--- src/rtl/trivium_pkg.sv ---
// trivium_pkg
//   Shared definitions for the trivium keystream subsystem.
//   - trivium_state_e : sequencer states used by trivium_ctrl
//   - TRIVIUM_WARMUP  : core steps discarded after a load (4 x 288)
//   - TRIVIUM_CNT_W   : width of the warm-up counter (must hold WARMUP-1)
//   - TRIVIUM_KEY/IV  : default key and IV, shared with the trivium core
package trivium_pkg;

    typedef enum logic [1:0] {
        IDLE = 2'd0,
        LOAD = 2'd1,
        WARM = 2'd2,
        GEN  = 2'd3
    } trivium_state_e;

    localparam int TRIVIUM_WARMUP = 1152;
    localparam int TRIVIUM_CNT_W  = 11;

    localparam logic [79:0] TRIVIUM_KEY = 80'h9719CFC92A9FF688F9AA;
    localparam logic [79:0] TRIVIUM_IV  = 80'hECBB76B09AFF71D0D151;

endpackage

--- src/rtl/trivium_ctrl.sv ---
// trivium_ctrl
//   Sequencer for the trivium keystream core. After a start request it pulses
//   core_load once, steps the core WARMUP times while discarding its output,
//   then steps it continuously, packing keystream bits LSB-first into bytes
//   that are offered on a valid/ready stream.
//
// Ports
//   clk          in   1  clock, all state updates on posedge
//   rst          in   1  asynchronous reset, active low
//   enable       in   1  global run gate; low freezes everything
//   start        in   1  request (re)initialisation of the core
//   core_load    out  1  one-cycle pulse: core loads key/IV
//   core_step    out  1  core advances one bit this cycle
//   core_ks_bit  in   1  keystream bit of the core's current state
//   init_done    out  1  high while generating (warm-up complete)
//   ks_valid     out  1  ks_data holds an unconsumed byte
//   ks_ready     in   1  consumer accepts byte when ks_valid & ks_ready
//   ks_data      out  8  keystream byte, first generated bit in bit 0
module trivium_ctrl
    import trivium_pkg::*;
#(
    parameter int WARMUP = TRIVIUM_WARMUP,
    parameter int CNT_W  = TRIVIUM_CNT_W
) (
    input  logic       clk,
    input  logic       rst,
    input  logic       enable,
    input  logic       start,
    output logic       core_load,
    output logic       core_step,
    input  logic       core_ks_bit,
    output logic       init_done,
    output logic       ks_valid,
    input  logic       ks_ready,
    output logic [7:0] ks_data
);

    localparam logic [CNT_W-1:0] WARM_LAST = CNT_W'(WARMUP - 1);

    trivium_state_e   state;
    trivium_state_e   state_next;
    logic [CNT_W-1:0] wcnt;
    logic [2:0]       bcnt;
    logic [6:0]       acc;
    logic             stall;

    // The last bit of a byte may only be taken when the output register can
    // accept it; otherwise the core is held so no keystream bit is lost.
    assign stall = (bcnt == 3'd7) && ks_valid && !ks_ready;

    // State register.
    always_ff @(posedge clk or negedge rst) begin
        if (!rst) begin
            state <= IDLE;
        end else begin
            state <= state_next;
        end
    end

    // Next-state logic; nothing moves while enable is low, and start is only
    // honoured from IDLE or GEN.
    always_comb begin
        state_next = state;
        if (enable) begin
            case (state)
                IDLE:    if (start) state_next = LOAD;
                LOAD:    state_next = WARM;
                WARM:    if (wcnt == WARM_LAST) state_next = GEN;
                GEN:     if (start) state_next = LOAD;
                default: state_next = IDLE;
            endcase
        end
    end

    // Core control outputs, all gated by enable so a frozen controller never
    // moves the core.
    always_comb begin
        core_load = 1'b0;
        core_step = 1'b0;
        init_done = 1'b0;
        case (state)
            LOAD: core_load = enable;
            WARM: core_step = enable;
            GEN: begin
                init_done = 1'b1;
                core_step = enable && !stall;
            end
            default: ;
        endcase
    end

    // Warm-up counter, bit packer and output register.
    // The packer shifts in from the top, so after seven steps acc[0] holds the
    // first bit of the byte and the eighth bit is appended directly as bit 7.
    // A completed byte overwrites the output register even if the previous one
    // is being taken in the same cycle, keeping ks_valid high.
    always_ff @(posedge clk or negedge rst) begin
        if (!rst) begin
            wcnt     <= '0;
            bcnt     <= '0;
            acc      <= '0;
            ks_valid <= 1'b0;
            ks_data  <= '0;
        end else if (enable) begin
            case (state)
                LOAD: begin
                    wcnt <= '0;
                    bcnt <= '0;
                    acc  <= '0;
                end
                WARM: begin
                    wcnt <= wcnt + 1'b1;
                end
                GEN: begin
                    if (start) begin
                        bcnt     <= '0;
                        acc      <= '0;
                        ks_valid <= 1'b0;
                    end else if (core_step) begin
                        bcnt <= bcnt + 3'd1;
                        if (bcnt == 3'd7) begin
                            ks_data  <= {core_ks_bit, acc};
                            ks_valid <= 1'b1;
                        end else begin
                            acc <= {core_ks_bit, acc[6:1]};
                            if (ks_valid && ks_ready) begin
                                ks_valid <= 1'b0;
                            end
                        end
                    end
                end
                default: ;
            endcase
        end
    end

endmodule
--- config.mk ---
export PLATFORM = sky130hd
export DESIGN_NAME = trivium_ctrl
export DESIGN_NICKNAME = d
export VERILOG_FILES = /design/src/rtl/trivium_pkg.sv /design/src/rtl/trivium_ctrl.sv
export SDC_FILE = /design/constraint.sdc
export NUM_CORES = 1
export LEC_CHECK = 0
export CELL_PAD_IN_SITES_DETAIL_PLACEMENT = 1
export CELL_PAD_IN_SITES_GLOBAL_PLACEMENT = 1
export CORE_ASPECT_RATIO = 0.7
export CORE_MARGIN = 2
export CORE_UTILIZATION = 47
export CTS_BUF_LIST = sky130_fd_sc_hd__clkbuf_16
export DETAILED_ROUTE_END_ITERATION = 16
export PLACE_DENSITY = 0.84
export SETUP_SLACK_MARGIN = 0.15
export SYNTH_ARGS = -nofsm -noshare
export SYNTH_HDL_FRONTEND = slang
export SYNTH_SLANG_ARGS = --single-unit
--- constraint.sdc ---
create_clock -name clk -period 4.6 [get_ports clk]
set_input_delay 1.38 -clock clk [delete_from_list [all_inputs] [get_ports clk]]
set_output_delay 1.38 -clock clk [all_outputs]
set_load 0.05 [all_outputs]
**Word level (Yosys, flattened, before mapping)**

Index checks and enable logic that the tools add are counted.
W data, S select, Z words.

- Divide/modulo/power cells: 0
- Reductions and logical operators: 18
- Shift operators: 0
- $lt $le $gt $ge: 0
- Add/sub/neg operators: 2
- Muxes and demuxes: 18
- Bitwise gates (word level): 1
- Multipliers: 0
- Equality and inequality tests: 9

Operators with widths:

| operator | count |
|---|---|
| $pmux W11 S2 | 1 |
| $mux W7 | 3 |
| $pmux W7 S2 | 1 |
| $add A11 B1 Y11 const B | 1 |
| $eq A11 B11 Y1 const B | 1 |
| $reduce_and A4 Y1 | 2 |
| $mux W1 | 6 |
| $mux W3 | 2 |
| $ne A3 B3 Y1 const B | 2 |
| $pmux W2 S3 | 1 |
| $pmux W3 S2 | 1 |
| $reduce_and A3 Y1 | 2 |
| $reduce_bool A2 Y1 | 3 |
| $reduce_and A5 Y1 | 1 |
| $eq A2 B2 Y1 const B | 2 |
| $logic_and A1 B1 Y1 | 4 |
| $mux W2 | 2 |
| $add A3 B1 Y3 const B | 1 |
| $eq A3 B3 Y1 const B | 1 |
| $reduce_bool A3 Y1 | 1 |
| $eq A2 B1 Y1 const B | 1 |
| $logic_not A1 Y1 | 2 |
| $logic_not A2 Y1 | 1 |
| $ne A2 B1 Y1 const B | 1 |
| 5 further kinds | 5 |

- Bits in registers: 32
- ROM bits: 0
- Word-level logic and storage cells: 54
- Latch bits: 0
- RAM bits: 0
- Memories: 0

**Longest topological paths before layout**

Gate-level depths: netlist of run 1.

- Depth after elaboration: 9
- Gate-level depth with buffers: 7

**Least setup slack after synthesis of run 1**

Ideal clock, no wire load.

- Path kind: in2out
- From: input ks_ready
- To: output core_step
- Cell stages on the path: 3
- Path slack: 0.940 ns
- Buffers on the path: 0
- Required time: 3.220 ns
- Arrival: 2.280 ns
- Cell sequence: nand3b_1 a21oi_1 nor2b_1

- Word-level cells in the longest chain between the ends: 5

RTL lines:

| item | line | source |
|---|---|---|
| from (decl) | trivium_ctrl.sv:34 | `input logic ks_ready,` |
| $logic_not A1 Y1 | trivium_ctrl.sv:49 | `assign stall = (bcnt == 3'd7) && ks_valid && !ks_ready;` |
| $logic_and A1 B1 Y1 | trivium_ctrl.sv:49 |  |
| $logic_not A1 Y1 | trivium_ctrl.sv:86 | `core_step = enable && !stall;` |
| $logic_and A1 B1 Y1 | trivium_ctrl.sv:86 |  |
| $pmux W1 S2 | trivium_ctrl.sv:81 | `case (state)` |
| to (decl) | trivium_ctrl.sv:30 | `output logic core_step,` |

Every way passes these cells.

**Worst setup path in the final report of run 1**

Same ends and word-level chain as after synthesis.

==> results of run 1 <==
[registers in the layout (all words and copies together) (netlist names)]
name,cells
ks_valid,1
acc,7
bcnt,3
ks_data,8
state,2
wcnt,11
[cell type report]
cell class,count,area [µm²],share of cell area
flip-flops and latches,32,801,0.420
multi-input cells,95,706,0.371
inverters,4,15.0,0.00788
well taps,38,47.5,0.0250
clock buffers,5,125,0.0657
clock inverters,3,37.5,0.0197
repair buffers,18,173,0.0907
[critical path: stages]
cell                              delay [ns]
sky130_fd_sc_hd__clkdlybuf4s50_1        0.48
sky130_fd_sc_hd__nand3b_1               0.13
sky130_fd_sc_hd__a21oi_1                0.07
sky130_fd_sc_hd__nor2b_1                0.13
sky130_fd_sc_hd__buf_4                  0.20
[metal layers]
metal / wire [µm] / global-route usage
met2: 1670 / 0.343
met5: 0 / 0
met1: 1720 / 0.291
met3: 139 / 0.0736
met4: 146 / 0.116
[metrics by stage]
step | instance area [µm²] | worst slack [ns] | util | instances | total power [mW]
global route | 1900 | 0.759 | 0.609 | 195 | 1.07
CTS | 1900 | 0.816 | 0.609 | 195 | 1.02
floorplan | 1530 | 0.940 | - | 133 | 0.559
detailed placement | 1740 | 0.829 | 0.557 | 187 | 0.647
global placement | 1740 | 0.859 | 0.557 | 187 | 0.624
finish | 1900 | 0.814 | 0.609 | 195 | 1.02
[report_power, final]
group	internal, mW	total (mW)	switching (mW)
combinational	0.111	0.297	0.186
clock	0.251	0.371	0.120
sequential	0.316	0.348	0.0314
[cells in the mapped netlist, types with 2 or more instances]
cell	count
sky130_fd_sc_hd__a21o_2	3
sky130_fd_sc_hd__nand2_1	11
sky130_fd_sc_hd__o31ai_1	4
sky130_fd_sc_hd__ha_1	7
sky130_fd_sc_hd__and4_1	2
sky130_fd_sc_hd__o21a_1	2
sky130_fd_sc_hd__a21oi_1	2
sky130_fd_sc_hd__nand4_1	2
sky130_fd_sc_hd__dfrtp_1	32
sky130_fd_sc_hd__nor2_1	4
sky130_fd_sc_hd__nand3_1	5
sky130_fd_sc_hd__o21ai_0	14
sky130_fd_sc_hd__mux2_2	10
sky130_fd_sc_hd__a22o_1	10
sky130_fd_sc_hd__nand2b_1	2
sky130_fd_sc_hd__inv_1	4
sky130_fd_sc_hd__a21o_1	3
sky130_fd_sc_hd__and2b_2	2
sky130_fd_sc_hd__clkbuf_1	2
[cell families after synthesis]
kind of cell             Yosys count  share of synthesized area
AND/OR/NAND/NOR                   35                      0.132
AO/OA/AOI/OAI                     43                      0.199
multiplexers                      10                     0.0737
adder cells (fa/ha/maj)            7                     0.0573
flip-flops                        32                      0.524
buffers and inverters              6                     0.0147
[worst min-delay path by stage]
stage / from / depth (start not counted) / end
2_1_floorplan: wcnt[9] / 1 / wcnt[9]
3_3_place_gp: acc[0] / 1 / acc[0]
3_5_place_dp: acc[0] / 1 / acc[0]
4_1_cts: ks_data[2] / 1 / ks_data[2]
5_1_grt: ks_data[2] / 1 / ks_data[2]
6_report: ks_data[2] / 1 / ks_data[2]
==> results by stage, run 1 <==
Yosys:
- By area the synthesized netlist is led by sky130_fd_sc_hd__dfrtp_1 (52%), sky130_fd_sc_hd__mux2_2 (7.4%), sky130_fd_sc_hd__a22o_1 (5.7%).
- The number of nets in the synthesized netlist is 146.
- The most instantiated flip-flop cell in the synthesis netlist is sky130_fd_sc_hd__dfrtp_1.
- In the synthesized netlist, the number of instances is 133.
- The count of distinct cell types in the synthesized netlist is 31.
- In this run the cell area of the synthesized design comes to 1530 µm².
- The synthesized design contains 32 register bits.
- The fraction of registers with async set or reset after synthesis is 1.00.
- For this run, the number of Yosys warnings is 0.
- The proportion of netlist area held by the largest area contributor is 0.524.
- The average instance in the mapped netlist occupies 11.5 µm².
- The count of flip-flops with a built-in enable after synthesis is 0.
- The sequential share of the synthesized area is 0.524.
- sky130_fd_sc_hd__dfrtp_1 takes more of the synthesized area than any other cell.

Critical path:
- The required time at the worst-slack endpoint is 3.22 ns.
- The reg-to-reg critical path startpoint is state[0].
- The worst setup path is launched from an input pin.
- The largest fanout on the critical path is 2.
- STA puts the critical path data arrival time at 2.41 ns.
- The worst setup path startpoint is ks_ready.
- The worst setup path endpoint is core_step.
- The critical setup path kind is input pin to output pin.
- The minimum setup slack among reg-to-reg paths is 2.40 ns.
- The worst-case reg-to-reg path depth is 5.
- The endpoint identified for the worst register-to-register timing path is ks_data[5].
- STA classifies the critical path endpoint as an output pin.

Global route:
- The number of antenna violations at the first check in global routing came to 0.
- The via count of the first global-routing pass is 1206.
- The total global routing track utilization is 0.226.
- Entering global routing, the biggest net connects 18 pins.
- Summed over all layers, the global routing overflow is 0.
- The global-route wire length before repair is 6150 µm.

Clock network:
- The TritonCTS sink count is 32.
- The CTS root buffer is sky130_fd_sc_hd__clkbuf_16.
- The insertion delay of the later-clocked pin in the worst-skew pair is 0.28 ns.
- After clock tree synthesis, the repair step resized 0 gates.
- The clock tree from TritonCTS is done.
- Clock-pin slew was measured on the worst setup and hold paths at 0.05 ns.
- Once the clock tree was built, the setup fixing pass inserted 0 buffers.
- The number of buffers inserted for hold repair after clock tree synthesis is 0.
- The clock passes through at most 2 buffers.
- The H-tree depth is 2.
- Buffers inserted during clock tree synthesis total 5.

Route:
- Before antenna repair, the detailed router went through 4 iterations.
- The detailed-route vias per instance is 6.06.
- The routed design has 3680 µm of wire.
- Summing over every cut layer, the via total after detailed routing is 1181.
- In the routed design, unresolved DRC markers number 0.
- The number of DRC markers after the initial detailed-route iteration is 38.
- The count of nets left with antenna violations once routing finished came out at 0.
- In the final routed layout, each cell accounts on average for 18.9 µm.

Pwr:
- The power density of the placed cells is 533 nW/µm².
- The leakage power of the design is 0.888 nW.
- IR analysis of the VDD net gives a maximum drop of 0.000237 V.

Layout:
- The final-stage net count is 169.
- The diode insertion count for antenna repair is 0.
- The most frequent standard cell in the layout excluding fill and tap cells is sky130_fd_sc_hd__dfrtp_1.
- Compared with the post-synthesis result, the final layout area differs by 24.6%.
- The number of fillers in the final layout is 324.
- Leaving out fill and tap cells, the most frequent cells in the layout are sky130_fd_sc_hd__dfrtp_1 (32), sky130_fd_sc_hd__clkdlybuf4s50_1 (15), sky130_fd_sc_hd__o21ai_0 (14), sky130_fd_sc_hd__nand2_1 (11).
- In the final layout, the share of cells above drive strength 1 is 0.159.

Worst hold path:
- The tightest min-delay check is of the flip-flop to flip-flop type.

STA:
- The setup violation total in the final timing report is 0.
- Subtracting the final worst setup slack from the clock period gives 3.79 ns.
- Of the available clock period, the critical path in the final layout requires 0.823.
- The highest clock frequency the design can meet is 264 MHz.
- The final hold violation count was 0.
- The transition at the pin with the smallest max-transition slack is 0.768 ns.
- Setup repair after global routing left no endpoint under its margin.
- The remaining max-slew budget at the tightest pin is 0.486.
- The worst setup skew after layout is 0.00215 ns.
- The max-slew violation total from the final report is 0.
- The summed negative setup slack over all endpoints is 0 ns.
- On the final layout, the worst hold slack is 0.503 ns.

Job:
- The number of max-capacitance violations reported is 0.

Status:
- The run finished with clean final reports.

Floorplanning:
- The row count is 17.
- The height of the die is 51.7 µm.
- After floorplanning, the core was sized to cover 3130 µm².
- For this design the top-level I/O count stands at 18.
- The initial standard-cell utilization of the core is 0.489.
- The area of the die is 3730 µm².
- Measured along the x axis, the die boundary spans 72.2 µm.

Placement:
- After legalization and detailed placement, the total HPWL measured 2430 µm.
- Routability-driven placement finished with a final weighted congestion of 0.803.
- The count of buffers added on input and output ports is 17.
(Power assumes the default switching activity.)
==> run 2: changes to the inputs <==
CORE_UTILIZATION = 39   (was 47)
PLACE_DENSITY = 0.75   (was 0.84)
clock period = 3.4 ns   (was 4.6 ns; I/O delays follow)
==> run 2 against run 1 <==
  * Combinational power grew 49%
  * Global-route usage shrank 3.2 points
  * Setup slack lost 0.53 ns
  * Largest power group is now sequential cells
  * Highest routed layer unchanged
  * Via count grew 0.25%
==> results by stage, run 2 (same netlist as run 1, synthesis figures left out) <==
Worst hold path:
- The startpoint of the tightest hold check path is ks_data[2] (unchanged).
- The worst hold-check path type is flip-flop to flip-flop (unchanged).
- The end of the worst hold path is ks_data[2] (unchanged).
- The hold-critical path depth is 1 (unchanged).

Floorplanning:
- The initial standard-cell utilization of the core came to 0.419 (was 0.489).
- The core footprint was 3650 µm² (was 3130 µm²).
- The height of the die was 56.4 µm (was 51.7 µm).
- The horizontal extent of the die is 78.8 µm (was 72.2 µm).
- The row count is 18 (was 17).
- The area of the die is 4450 µm² (was 3730 µm²).
- The I/O pin count is 18 (unchanged).

Layout:
- The area taken by multi-input logic gates is 708 µm² (was 706 µm²).
- Top library cells by usage in the layout, fill and taps aside: sky130_fd_sc_hd__dfrtp_1 (32), sky130_fd_sc_hd__clkdlybuf4s50_1 (15), sky130_fd_sc_hd__o21ai_0 (14), sky130_fd_sc_hd__nand2_1 (11) (unchanged).
- The final-stage net count is 170 (was 169).
- The diode insertion count for antenna repair is 0 (unchanged).
- The post-synthesis to final-layout area growth came to 26.1% (was 24.6%).
- The most frequent standard cell in the layout excluding fill and tap cells is sky130_fd_sc_hd__dfrtp_1 (unchanged).
- The final non-filler cell total is 208 (was 195).
- The register cell area after layout is 801 µm² (unchanged).
- The flip-flop count of the largest register, all copies and words added came to 11 (unchanged).
- The register ranked first by flip-flop count is wcnt (unchanged).
- The number of fillers in the final layout was 397 (was 324).
- Regs by FF count: wcnt (11), ks_data (8), acc (7) (unchanged).
- The fraction of final layout cells sized beyond drive strength 1 was 0.165 (was 0.159).

Clock network:
- The number of buffers inserted during clock tree synthesis is 5 (unchanged).
- The insertion delay of the later-clocked pin in the worst-skew pair is 0.28 ns (about the same).
- The clock tree from TritonCTS was done (unchanged).
- The CTS root buffer is sky130_fd_sc_hd__clkbuf_16 (unchanged).
- The maximum clock path buffer count was 2 (unchanged).
- The clock transition time at the flip-flop clock pins of the worst setup and hold paths was 0.05 ns (about the same).
- The TritonCTS sink count is 32 (unchanged).
- The H-tree depth is 2 (unchanged).
- The number of buffers inserted for hold repair after clock tree synthesis is 0 (unchanged).

Pwr:
- The sum of internal, switching and leakage power is 1.33 mW (was 1.02 mW).
- The leakage power of the design was 0.895 nW (was 0.888 nW).
- The worst supply voltage drop on vdd is 0.000486 V (was 0.000237 V).
- The power density of the placed cells is 688 nW/µm² (was 533 nW/µm²).

STA:
- The summed negative setup slack over all endpoints is 0 ns (unchanged).
- The remaining max-slew budget at the tightest pin is 0.628 (was 0.486).
- The worst hold slack after final layout is 0.502 ns (was 0.503 ns).
- The part of the cycle the worst path needs is 0.916.
- Timing would allow up to 321 MHz.
- The worst setup skew after layout was 0.00355 ns (was 0.00215 ns).
- The transition at the pin with the smallest max-transition slack is 0.557 ns (was 0.768 ns).
- The shortest period the worst path allows is 3.12 ns.
- The worst setup margin is 0.285 ns (was 0.814 ns).
- Unrepaired setup endpoints after global routing: false (unchanged).
- The final hold violation count is 0 (unchanged).
- The setup violation total in the final timing report was 0 (unchanged).
- The max-slew violation total from the final report came to 0 (unchanged).

Global route:
- The global-route wire length before repair is 6360 µm (was 6150 µm).
- The via count of the first global-routing pass is 1300 (was 1206).
- The number of antenna violations at the first check in global routing is 0 (unchanged).
- The total global routing track utilization is 0.195 (was 0.226).
- The largest net degree at the start of global routing came to 33 (was 18).
- The sum of overflow across all layers after global routing was 0 (unchanged).

Route:
- The detailed-route vias per instance came to 5.69 (was 6.06).
- The number of DRC markers after the initial detailed-route iteration is 26 (was 38).
- The DRC violation count after routing was 0 (unchanged).
- The remaining antenna violation count was 0 (unchanged).
- The detailed-route via count came to 1184 (was 1181).
- The post-detailed-route wirelength per cell is 18.3 µm (was 18.9 µm).
- The number of iterations in the first detailed-routing pass came to 4 (unchanged).
- The routed wire length is 3810 µm (was 3680 µm).

Critical path:
- The largest fanout on the critical path came to 2 (unchanged).
- The startpoint class of the critical path is an input pin (unchanged).
- The minimum setup slack among reg-to-reg paths is 1.14 ns (was 2.40 ns).
- The signal arrival time at the worst endpoint was 2.10 ns (was 2.41 ns).
- The endpoint class of the critical path is an output pin (unchanged).
- The critical setup path kind is input pin to output pin (unchanged).
- The capture instance of the worst register-to-register path is ks_data[3] (was ks_data[5]).
- The reg-to-reg critical path startpoint was state[0] (unchanged).
- The worst setup path startpoint was ks_ready (unchanged).
- The required time at the worst-slack endpoint is 2.38 ns (was 3.22 ns).
- The worst-case reg-to-reg path depth is 5 (unchanged).

Placement:
- The placer congestion estimate came to 0.786 (was 0.803).
- The number of placed instances, taps included is 200 (was 187).
- The post-placement worst setup slack is 0.253 ns (was 0.829 ns).
- The number of port buffers is 17 (unchanged).
- The estimated wirelength of the detail-placed design was 2690 µm (was 2430 µm).

Job:
- The number of max-capacitance violations reported is 0 (unchanged).

Status:
- Result of the run: finished, final reports clean (unchanged).
[run 2: how the worst max path moves through the flow]
stage | to | cells past startpoint | slack [ns]
after floorplan | core_step | 3 | 0.46
after global placement | core_step | 5 | 0.24
after detailed placement | core_step | 5 | 0.25
after CTS | core_step | 5 | 0.21
after global routing | core_step | 5 | 0.22
final | core_step | 5 | 0.28
[run 2: cell type report]
cell class,count,share of cell area
multi-input combinational,95,0.367
sequential,32,0.415
tap,50,0.0324
clock buffer,5,0.0649
inverter,4,0.00779
timing repair buffer,19,0.106
clock inverter,3,0.00584
[run 2: metal layers]
metal  vias to the layer above  GRT usage  routed length [µm]
li1                        548          -                   -
met2                        18      0.302                1780
met4                         0      0.121                 140
met1                       605      0.243                1780
met3                        13     0.0514                 108
met5                         -          0                   0
[run 2: through the flow]
step / area [µm²] / util
global placement: 1790 / 0.490
global route: 1930 / 0.528
floorplan: 1530 / -
detailed placement: 1790 / 0.490
finish: 1930 / 0.528
CTS: 1930 / 0.528
[run 2: what timing repair did]
action                                  CTS  global route
buffers inserted                          0             0
resized for setup                         0             1
endpoints found under the setup margin    0             1
[run 2: where the power goes]
part	switching [mW]	internal (mW)	leakage [nW]
clock	0.146	0.262	0.0738
sequential	0.0451	0.428	0.439
combinational	0.273	0.172	0.382
[run 2: worst max-delay path, cell delays in order]
cell and delay (ns):
sky130_fd_sc_hd__clkdlybuf4s50_1 0.49, sky130_fd_sc_hd__nand3b_1 0.13, sky130_fd_sc_hd__a21oi_1 0.08, sky130_fd_sc_hd__nor2b_2 0.20, sky130_fd_sc_hd__buf_12 0.16
==> run 3: changes to the inputs <==
CORE_UTILIZATION = 44   (was 39)
DONT_BUFFER_PORTS = 1   (was default)
PLACE_DENSITY = 0.74   (was 0.75)
SLEW_MARGIN = 5   (was default)
==> run 3 against run 2 <==
  * Worst hold slack got worse by 0.059 ns
  * First-iteration DRC count increased by 65%
  * Maximum frequency increased by 17%
  * Critical path depth unchanged
  * Core utilization increased by 0.60 points
  * Largest cell class unchanged
  * Die area decreased by 11%
==> results by stage, run 3 (same netlist as run 1, synthesis figures left out) <==
Placement:
- The number of port buffers came to 0 (was 17).
- The placer congestion estimate is 0.815 (was 0.786).
- The post-placement worst setup slack is 0.757 ns (was 0.253 ns).
- The estimated wirelength of the detail-placed design came to 2540 µm (was 2690 µm).

Layout:
- The final core area utilization is 0.534 (was 0.528).
- Top library cells by usage in the layout, fill and taps aside: sky130_fd_sc_hd__dfrtp_1 (32), sky130_fd_sc_hd__o21ai_0 (14), sky130_fd_sc_hd__nand2_1 (11), sky130_fd_sc_hd__a22o_1 (10), sky130_fd_sc_hd__mux2_2 (10) (was sky130_fd_sc_hd__dfrtp_1 (32), sky130_fd_sc_hd__clkdlybuf4s50_1 (15), sky130_fd_sc_hd__o21ai_0 (14), sky130_fd_sc_hd__nand2_1 (11)).
- The register ranked first by flip-flop count is wcnt (unchanged).
- The fraction of final layout cells sized beyond drive strength 1 came to 0.164 (was 0.165).
- The final-stage net count is 153 (was 170).
- The diode insertion count for antenna repair is 0 (unchanged).
- The most frequent standard cell in the layout excluding fill and tap cells is sky130_fd_sc_hd__dfrtp_1 (unchanged).
- Regs by FF count: wcnt (11), ks_data (8), acc (7) (unchanged).
- The post-synthesis to final-layout area growth is 13.0% (was 26.1%).
- The flip-flop count of the largest register, all copies and words added is 11 (unchanged).

STA:
- The final hold violation count is 0 (unchanged).
- The max-slew violation total from the final report came to 0 (unchanged).
- The worst setup skew after layout was 0.00427 ns (was 0.00355 ns).
- The setup violation total in the final timing report is 0 (unchanged).
- The remaining max-slew budget at the tightest pin is 0.624 (was 0.628).
- The part of the cycle the worst path needs is 0.781 (was 0.916).
- The transition at the pin with the smallest max-transition slack is 0.562 ns (was 0.557 ns).
- The summed negative setup slack over all endpoints is 0 ns (unchanged).
- The highest clock frequency the design can meet is 377 MHz (was 321 MHz).
- The worst setup margin is 0.745 ns (was 0.285 ns).
- Unrepaired setup endpoints after global routing: false (unchanged).
- The shortest period the worst path allows is 2.66 ns (was 3.12 ns).

Clock network:
- The CTS root buffer is sky130_fd_sc_hd__clkbuf_16 (unchanged).
- The number of buffers inserted during clock tree synthesis is 5 (unchanged).
- The clock transition time at the flip-flop clock pins of the worst setup and hold paths is 0.05 ns (about the same).
- The number of buffers inserted for hold repair after clock tree synthesis is 0 (unchanged).
- The insertion delay of the later-clocked pin in the worst-skew pair is 0.27 ns (was 0.28 ns).
- The clock tree from TritonCTS was done (unchanged).
- The post-CTS setup-driven buffer insertion count is 0 (unchanged).
- The number of gates resized after CTS is 0 (unchanged).
- The TritonCTS sink count is 32 (unchanged).
- The maximum clock path buffer count is 2 (unchanged).
- The H-tree depth is 2 (unchanged).

Floorplanning:
- The I/O pin count came to 18 (unchanged).
- The height of the die is 53.3 µm (was 56.4 µm).
- The core footprint is 3230 µm² (was 3650 µm²).
- The initial standard-cell utilization of the core is 0.473 (was 0.419).
- The row count is 17 (was 18).
- The area of the die is 3970 µm² (was 4450 µm²).
- The horizontal extent of the die came to 74.5 µm (was 78.8 µm).

Route:
- The number of iterations in the first detailed-routing pass is 4 (unchanged).
- The DRC violation count after routing is 0 (unchanged).
- The post-detailed-route wirelength per cell came to 19.0 µm (was 18.3 µm).
- The detailed-route via count is 1101 (was 1184).
- The detailed-route vias per instance is 5.89 (was 5.69).
- The number of DRC markers after the initial detailed-route iteration is 43 (was 26).
- The remaining antenna violation count came to 0 (unchanged).
- The routed wire length is 3550 µm (was 3810 µm).

Critical path:
- The signal arrival time at the worst endpoint was 1.64 ns (was 2.10 ns).
- The startpoint class of the critical path is a flip-flop (was input pin).
- The reg-to-reg critical path startpoint was state[0] (unchanged).
- The endpoint class of the critical path is an output pin (unchanged).
- The critical setup path kind was flip-flop to output pin (was input pin to output pin).
- The largest fanout on the critical path came to 13 (was 2).
- The worst setup path endpoint is core_step (unchanged).
- The worst setup path startpoint is state[0] (was ks_ready).
- The required time at the worst-slack endpoint is 2.38 ns (about the same).
- The minimum setup slack among reg-to-reg paths is 1.25 ns (was 1.14 ns).
- The worst-case reg-to-reg path depth is 5 (unchanged).
- The capture instance of the worst register-to-register path is ks_data[6] (was ks_data[3]).

Status:
- Result of the run: finished, final reports clean (unchanged).

Pwr:
- The power share of the sequential group came to 0.376 (was 0.357).
- The portion of total power attributed to combinational logic is 0.304 (was 0.335).
- The sum of internal, switching and leakage power is 1.26 mW (was 1.33 mW).
- The internal power consumption is 0.825 mW (was 0.862 mW).
- The switching power share of the total came to 0.345 (was 0.350).
- The power density of the placed cells was 729 nW/µm² (was 688 nW/µm²).
- The worst supply voltage drop on vdd is 0.000354 V (was 0.000486 V).
- The reported net switching power is 0.434 mW (was 0.464 mW).
- The leakage power of the design is 0.815 nW (was 0.895 nW).
- The share of total power in the clock network is 0.319 (was 0.308).

Global route:
- The global-route wire length before repair came to 5750 µm (was 6360 µm).
- The via count of the first global-routing pass is 1108 (was 1300).
- The number of antenna violations at the first check in global routing is 0 (unchanged).
- The sum of overflow across all layers after global routing is 0 (unchanged).
- The total global routing track utilization was 0.204 (was 0.195).
- The largest net degree at the start of global routing is 33 (unchanged).

Job:
- The number of max-capacitance violations reported is 0 (unchanged).

Worst hold path:
- The worst hold-check path type is input pin to async pin (was flip-flop to flip-flop).
[run 3: cell count changes in the layout (fill, tap and decap cells not counted)]
cell | previous run | this run
sky130_fd_sc_hd__buf_12 | 2 | 0
sky130_fd_sc_hd__nor2b_2 | 1 | 0
sky130_fd_sc_hd__inv_1 | 6 | 4
sky130_fd_sc_hd__clkinv_1 | 1 | 2
sky130_fd_sc_hd__nor2b_1 | 0 | 1
sky130_fd_sc_hd__clkdlybuf4s50_1 | 15 | 0
[run 3: stage by stage]
stage / cells / hold WS, ns / area [µm²]
6_report: 187 / 0.443 / 1730
5_1_grt: 187 / 0.429 / 1730
4_1_cts: 187 / 0.435 / 1730
3_5_place_dp: 180 / 0.487 / 1600
3_3_place_gp: 180 / 0.482 / 1600
2_1_floorplan: 133 / 0.460 / 1530
[run 3: power by group through the flow]
stage / Combinational (mW) / Sequential [mW] / Clock (mW)
final: 0.384 / 0.474 / 0.402
after floorplan: 0.293 / 0.464 / 0
after global placement: 0.359 / 0.470 / 0
after detailed placement: 0.378 / 0.478 / 0
after global routing: 0.417 / 0.479 / 0.434
after CTS: 0.382 / 0.473 / 0.413
[run 3: worst min path at each step]
stage / startpoint / endpoint / slack [ns] / depth (start not counted)
final: rst / wcnt[0] / 0.44 / 0
after global routing: rst / wcnt[0] / 0.43 / 0
after CTS: rst / wcnt[0] / 0.44 / 0
after detailed placement: acc[0] / acc[0] / 0.49 / 1
after global placement: acc[0] / acc[0] / 0.48 / 1
after floorplan: wcnt[9] / wcnt[9] / 0.46 / 1
[run 3: final cells by class]
class / instances / area [µm²]
clock buffers: 5 / 125
inverters: 4 / 15.0
well taps: 47 / 58.8
clock inverters: 2 / 7.51
flip-flops and latches: 32 / 801
multi-input cells: 95 / 706
fillers: 357 / 1510
repair buffers: 2 / 15.0
[run 3: layer usage]
layer,wire length (µm),GRT usage,up-vias
met4,19,0.0536,0
met1,1730,0.271,565
li1,-,-,513
met5,0,0,-
met2,1670,0.316,19
met3,122,0.0743,4
[run 3: worst max-delay path, stage by stage, from the launching register on]
cell                      delay, ns
sky130_fd_sc_hd__dfrtp_1       0.43
sky130_fd_sc_hd__inv_1         0.09
sky130_fd_sc_hd__ha_1          0.42
sky130_fd_sc_hd__a21oi_1       0.09
sky130_fd_sc_hd__nor2b_1       0.12
sky130_fd_sc_hd__buf_4         0.20
